## config.mk

```make
export PLATFORM = sky130hd
export DESIGN_NAME = ram_port_initiator
export DESIGN_NICKNAME = d
export VERILOG_FILES = /design/src/rtl/ram_port_initiator.sv
export SDC_FILE = /design/constraint.sdc
export NUM_CORES = 1
export LEC_CHECK = 0
export CAP_MARGIN = 20
export CORE_MARGIN = 2
export CORE_UTILIZATION = 50
export CTS_CLUSTER_DIAMETER = 60
export CTS_CLUSTER_SIZE = 24
export DETAILED_ROUTE_END_ITERATION = 10
export PLACE_DENSITY = 0.8
export SLEW_MARGIN = 20
export SYNTH_ARGS = -nofsm -noshare
export SYNTH_HDL_FRONTEND = slang
export SYNTH_SLANG_ARGS = --single-unit
export TNS_END_PERCENT = 10
```

## constraint.sdc

```tcl
create_clock -name clk -period 2.4 [get_ports clk]
set_input_delay 0.24 -clock clk [delete_from_list [all_inputs] [get_ports clk]]
set_output_delay 0.24 -clock clk [all_outputs]
set_load 0.01 [all_outputs]
```

## src/rtl/ram_port_initiator.sv

```systemverilog
// Valid/ready front end for one synchronous RAM port: issues requests, captures the
// registered read word one cycle later and returns in-order responses via a small buffer.
module ram_port_initiator #(
    parameter int unsigned DATA_WIDTH = 8,
    parameter int unsigned ADDR_WIDTH = 4,
    parameter int unsigned RSP_DEPTH  = 4
) (
    input  logic                  clk,
    input  logic                  rst_n,
    input  logic                  req_valid,
    output logic                  req_ready,
    input  logic                  req_we,
    input  logic [ADDR_WIDTH-1:0] req_addr,
    input  logic [DATA_WIDTH-1:0] req_wdata,
    output logic                  rsp_valid,
    input  logic                  rsp_ready,
    output logic                  rsp_we,
    output logic [DATA_WIDTH-1:0] rsp_rdata,
    output logic [ADDR_WIDTH-1:0] ram_addr,
    output logic [DATA_WIDTH-1:0] ram_data,
    output logic                  ram_we,
    input  logic [DATA_WIDTH-1:0] ram_q
);
    localparam int unsigned PTR_W = (RSP_DEPTH > 1) ? $clog2(RSP_DEPTH) : 1;
    localparam int unsigned CNT_W = $clog2(RSP_DEPTH + 1);
    localparam logic [PTR_W-1:0] LAST_PTR  = PTR_W'(RSP_DEPTH - 1);
    localparam logic [CNT_W:0]   DEPTH_OCC = (CNT_W + 1)'(RSP_DEPTH);

    logic                  inflight_q, inflight_d;
    logic                  tag_q, tag_d;
    logic [CNT_W-1:0]      count_q, count_d;
    logic [PTR_W-1:0]      wr_ptr_q, wr_ptr_d;
    logic [PTR_W-1:0]      rd_ptr_q, rd_ptr_d;
    logic [RSP_DEPTH-1:0]  buf_we_q;
    logic [DATA_WIDTH-1:0] buf_data_q [RSP_DEPTH];
    logic                  fire;
    logic                  push;
    logic                  pop;

    // Credit rule: every issued request already owns a buffer slot, so ram_q is never dropped.
    assign req_ready = ({1'b0, count_q} + {{CNT_W{1'b0}}, inflight_q}) < DEPTH_OCC;
    assign fire      = req_valid & req_ready;

    assign ram_addr  = req_addr;
    assign ram_data  = req_wdata;
    assign ram_we    = req_we & fire;

    assign push      = inflight_q;
    assign rsp_valid = (count_q != '0);
    assign pop       = rsp_valid & rsp_ready;
    assign rsp_we    = buf_we_q[rd_ptr_q];
    assign rsp_rdata = buf_data_q[rd_ptr_q];

    always_comb begin
        inflight_d = fire;
        tag_d      = req_we;
        wr_ptr_d   = wr_ptr_q;
        rd_ptr_d   = rd_ptr_q;
        count_d    = count_q;
        if (push) begin
            wr_ptr_d = (wr_ptr_q == LAST_PTR) ? '0 : wr_ptr_q + PTR_W'(1);
        end
        if (pop) begin
            rd_ptr_d = (rd_ptr_q == LAST_PTR) ? '0 : rd_ptr_q + PTR_W'(1);
        end
        case ({push, pop})
            2'b10:   count_d = count_q + CNT_W'(1);
            2'b01:   count_d = count_q - CNT_W'(1);
            default: count_d = count_q;
        endcase
    end

    always_ff @(posedge clk or negedge rst_n) begin
        if (!rst_n) begin
            inflight_q <= 1'b0;
            tag_q      <= 1'b0;
            count_q    <= '0;
            wr_ptr_q   <= '0;
            rd_ptr_q   <= '0;
        end else begin
            inflight_q <= inflight_d;
            tag_q      <= tag_d;
            count_q    <= count_d;
            wr_ptr_q   <= wr_ptr_d;
            rd_ptr_q   <= rd_ptr_d;
        end
    end

    always_ff @(posedge clk or negedge rst_n) begin
        if (!rst_n) begin
            buf_we_q <= '0;
            for (int unsigned i = 0; i < RSP_DEPTH; i++) begin
                buf_data_q[i] <= '0;
            end
        end else if (push) begin
            buf_we_q[wr_ptr_q]   <= tag_q;
            buf_data_q[wr_ptr_q] <= ram_q;
        end
    end
endmodule
```

## After elaboration in Yosys (flattened, before gate mapping)

Index checks and enable logic that the tools add are counted.
Widths: inputs -> output; s select.

- Register bits: 45
- Bits of input ports: 25
- Logic and storage cells: 49

- $add $sub $neg: 5
- Magnitude comparators: 7
- Equality and inequality tests: 4
- Mux-type cells: 14
- Bitwise operators: 5
- Reductions and logical operators: 4

Operators by type and width:

| kind | number |
|---|---|
| $bwmux 32 | 1 |
| $mux 8 | 3 |
| $bmux 8 s2 | 1 |
| $demux 8 s2 | 1 |
| $eq 2x2->1 const B | 3 |
| $ge 3x3->1 const B | 2 |
| $lt 2x3->1 const B | 2 |
| $not 2->3 | 2 |
| $pmux 3 s2 | 1 |
| $add 2x1->2 const B | 2 |
| $add 3x1->4 | 1 |
| $bwmux 4 | 1 |
| $lt 4x3->1 const B | 1 |
| $mux 2 | 2 |
| $add 3x1->3 const B | 1 |
| $and 1x1->1 | 3 |
| $lt 3x1->1 const B | 1 |
| $reduce_bool 3->1 | 1 |
| $sub 3x1->3 const B | 1 |
| $bmux 1 s2 | 1 |
| $demux 1 s2 | 1 |
| $eq 2x1->1 const B | 1 |
| $ge 2x1->1 const B | 1 |
| $logic_and 1x1->1 | 2 |
| 2 further kinds | 3 |

## Longest topological paths before layout

- Depth in word-level cells: 6
- Gate-level depth with buffers: 9
- Gate-level depth less buffers: 9

## Worst setup path after synthesis

No wires, ideal clock.

- Kind: flip-flop to flip-flop
- From: register count_q[0]
- To: register count_q[2]
- Library setup time: 125 ps
- Arrival time: 1680 ps
- Data required time: 2275 ps
- Slack: 594 ps
- Stages on the path, launching flop included: 10
- Buffers on the path: 0
- Clock period less this slack: 1806 ps
- Cell sequence: dfrtp_1 or3_4 nand2_4 inv_1 ha_1 inv_1 fa_1 xor2_1 nor2_1 xor2_1

- Longest elaborated chain between the ends: 4
- Elaborated cells between the ends (all ways): 8
- Those cells by class: add/sub: 2; eq/ne: 2; mux: 1; bitwise: 1; reduce/logical: 2

RTL lines:

| what | line | text |
|---|---|---|
| from (decl) | 31 | `logic [CNT_W-1:0] count_q, count_d;` |
| from (signal assigned) | 83 | `count_q <= count_d;` |
| $reduce_bool 3->1 * | 49 | `assign rsp_valid = (count_q != '0);` |
| named net rsp_valid | 15 | `output logic rsp_valid,` |
| $and 1x1->1 * | 50 | `assign pop = rsp_valid & rsp_ready;` |
| $eq 2x1->1 / $eq 2x2->1 (equally long branches) | 66 | `case ({push, pop})` |
| $pmux 3 s2 / $reduce_bool 2->1 (equally long branches) | -- |  |

Mark *: on every way through the listed nets, which the timed path passes. The rest lies on a longest branch.
A chain may end at the register's enable or synchronous reset.

## Worst setup path after layout

- From: register rd_ptr_q[0]
- To: output port rsp_rdata[4]

- Longest elaborated chain between the ends: 4

RTL lines:

| what | line | text |
|---|---|---|
| from (decl) | 33 | `logic [PTR_W-1:0] rd_ptr_q, rd_ptr_d;` |
| from (signal assigned) | 85 | `rd_ptr_q <= rd_ptr_d;` |
| $not 2->3 (implied by the code) | 52 | `assign rsp_rdata = buf_data_q[rd_ptr_q];` |
| $bmux 8 s2 | 52 |  |
| $mux 8 (implied by the code) (2 in a row) | 52 |  |
| to (decl) | 18 | `output logic [DATA_WIDTH-1:0] rsp_rdata,` |

No other way between the ends. The select of a mux whose other input is x is not followed.

==> qor.yml <==
clock_tree:
  cts_tree: "built"
  cts.sinks: 45
  clock_latency_ns: 0.29
  cts_buffer_depth: 2
  cts_buffers: 5
  clkSlewWorstSetupHoldPaths_ns: 0.07
  clock-root-buffer: "clkbuf_8"
  htree_levels: 2
timing:
  timing.final.crit_share_pct: 90.8
  rsz0062_at_grt: "no"
  worst_pin_slew_ns: 0.552
  hold_viol_final: 0
  clock.fmax_mhz: 459
  tns_ns: 0
  finalSetupViolCount: 0
  fin_crit_ns: 2.18
  fin_skew_ns: 0.00888
  slew_headroom_pct: 63.2
  slew_viol_final: 0
  fin_ws_ns: 0.221
yosys:
  synth_seq_cells: 45
  synth_seq_area_share_pct: 52.8
  synth_edf_count: 0
  synth_area_leaders: "dfrtp_1, mux2_2, mux4_2, buf_4, ha_1"
  syn_avg_cell_area_sq_um: 15.1
  yosys.area.top_type: "dfrtp_1"
  synth_top_cell_area_share_pct: 52.8
  synth.top_cells.by_count: "dfrtp_1, mux2_2, buf_4"
  syn-num-nets: 173
  yosys_warnings: 0
  synth_cells: 141
  syn-cell-area_sq_um: 2130
  ys_types: 22
  async_flop_share_pct: 100
  yosysMostFrequentCell: "dfrtp_1"
  synth_flop_cell: "dfrtp_1"
pwr:
  leakagePower_nw: 1.03
  vdd_ir_drop_max_uv: 539
  p_per_area_nw_per_um2: 1390
grt:
  overflow: 0
  grt_pass1_wl_um: 6320
  grt_pass1_vias: 1287
  antenna_found_initial: 0
  track_usage_pct: 17.0
  grt_max_degree: 46
critical_path:
  cp_data_arrival_time_ns: 1.94
  crit_type: "flip-flop to primary output"
  cp-end-kind: "primary output"
  startpoint_type: "flip-flop"
  reg2regPathDepth: 7
  critical_path_required_ns: 2.16
  cp_max_fo: 12
placement:
  dp_hpwl_um: 2550
  io_buffers: 24
  place_ws_ns: 0.300
  gp_congestion: 0.667
routing:
  vias: 1117
  drtIter0Drc: 38
  routed_wl_um: 3550
  viasPerCell: 5.34
  drt-pass1-iter-count: 4
  antenna_left: 0
  avgRoutedWirePerCell_um: 17.0
  drc_errors: 0
flow_run:
  drv_cap: 0
floorplan:
  start_util_pct: 52.5
  die-area_sq_um: 4800
  dieHeight_um: 69.3
  ios: 49
  core-area_sq_um: 4060
  die_x_um: 69.3
  fp-row-count: 23
layout:
  diodes: 0
  syn_to_final_growth_pct: 13.4
  nets: 190
  drive_gt1_share_pct: 38.4
min_path:
  hold_depth: 1
  hold_class: "input pin to flip-flop"
outcome:
  status: "finished, final reports clean"
[per-stage QoR]
step | instance area [sq um] | power (W) | hold slack, ns | utilization [%] | cells
3_3_place_gp | 2320 | 0.00282 | 0.421 | 57.2 | 200
4_1_cts | 2400 | 0.00340 | 0.130 | 59.3 | 208
6_report | 2420 | 0.00335 | 0.410 | 59.6 | 209
5_1_grt | 2420 | 0.00360 | 0.408 | 59.6 | 209
2_1_floorplan | 2130 | 0.00239 | -0.0556 | - | 141
3_5_place_dp | 2320 | 0.00294 | 0.452 | 57.2 | 200
[cell families (layout without fill, tap and decap cells)]
group | Yosys count | count (layout) | share of synthesized area (%)
AOI/OAI and AO/OA | 4 | 4 | 1.17
muxes | 48 | 48 | 30.4
DFF | 45 | 45 | 52.8
adders and majority gates | 7 | 7 | 4.46
buffers and inverters | 23 | 41 | 6.57
xor gates and xnor gates | 3 | 3 | 1.23
and+or+nand+nor | 11 | 11 | 3.35
[per-layer routing]
| metal | global-route usage [%] | part of all wire, % |
|---|---|---|
| met5 | 0 | 0 |
| met3 | 5.52 | 5.5 |
| met4 | 5.66 | 1.1 |
| met1 | 19.7 | 41 |
| met2 | 29.7 | 53 |
[path summary, 6_finish.rpt]
kind / startpoint / end / slack (ns)
setup / recovery: rd_ptr_q[0] / rsp_rdata[4] / 0.22
hold / removal: req_we / tag_q / 0.41
max in group asynchronous: rst_n / rd_ptr_q[0] / 1.51
min in group asynchronous: rst_n / buf_data_q[21] / 0.47
setup reg to reg: count_q[0] / count_q[1] / 0.51
hold reg to reg: buf_data_q[31] / buf_data_q[31] / 0.51
[where the power goes]
group	internal (W)	switching, W
sequential	0.00114	0.000302
clock	0.000206	0.000237
combinational	0.000966	0.000496
total	0.00231	0.00104
[flip-flops by register name, indices dropped and copies added (netlist names)]
name / count
tag_q: 1
count_q: 3
wr_ptr_q: 2
rd_ptr_q: 2
inflight_q: 1
buf_we_q: 4
buf_data_q: 32
[worst max-delay path: stages (launching register included)]
cell and delay, ns:
dfrtp_2 0.60, mux4_2 0.56, clkdlybuf4s50_1 0.50
[timing repair]
item,in CTS,in global routing
buffers inserted,0,0
gates resized for setup,1,0
endpoints found under the setup margin,7,0
hold endpoints to repair,0,45
hold buffers,0,1
[cell type report]
type | count | area, sq um
fill | 280 | 1640
sequential | 45 | 1130
multi-input combinational | 73 | 866
timing repair buffer | 25 | 248
clock buffer | 7 | 76.3
tap | 50 | 62.6
inverter | 8 | 30.0
clock inverter | 1 | 7.51
[cell usage in the layout (no fill, tap or decap)]
| master | Yosys | routed |
|---|---|---|
| xnor2_1 | 1 | 1 |
| nor2_1 | 2 | 2 |
| or3_1 | 1 | 1 |
| nand2_2 | 4 | 4 |
| inv_1 | 8 | 8 |
| clkinvlp_4 | 0 | 1 |
| mux2_2 | 36 | 36 |
| and2_1 | 1 | 1 |
| nand2_4 | 1 | 1 |
| dfrtp_2 | 0 | 1 |
| clkbuf_1 | 0 | 2 |
| clkbuf_8 | 0 | 5 |
| mux2i_1 | 1 | 1 |
| mux4_2 | 9 | 9 |
| o21ai_0 | 2 | 2 |
| a311oi_1 | 1 | 1 |
| ha_1 | 6 | 6 |
| a31oi_1 | 1 | 1 |
| clkdlybuf4s50_1 | 0 | 23 |
| dfrtp_1 | 45 | 44 |
| fa_1 | 1 | 1 |
| dlygate4sd3_1 | 0 | 1 |
| or3_4 | 1 | 1 |
| buf_4 | 14 | 1 |
| xor2_1 | 2 | 2 |
| mux2_4 | 2 | 2 |
| nand2_1 | 1 | 1 |
Note: power is estimated with default switching activity, not from simulation.
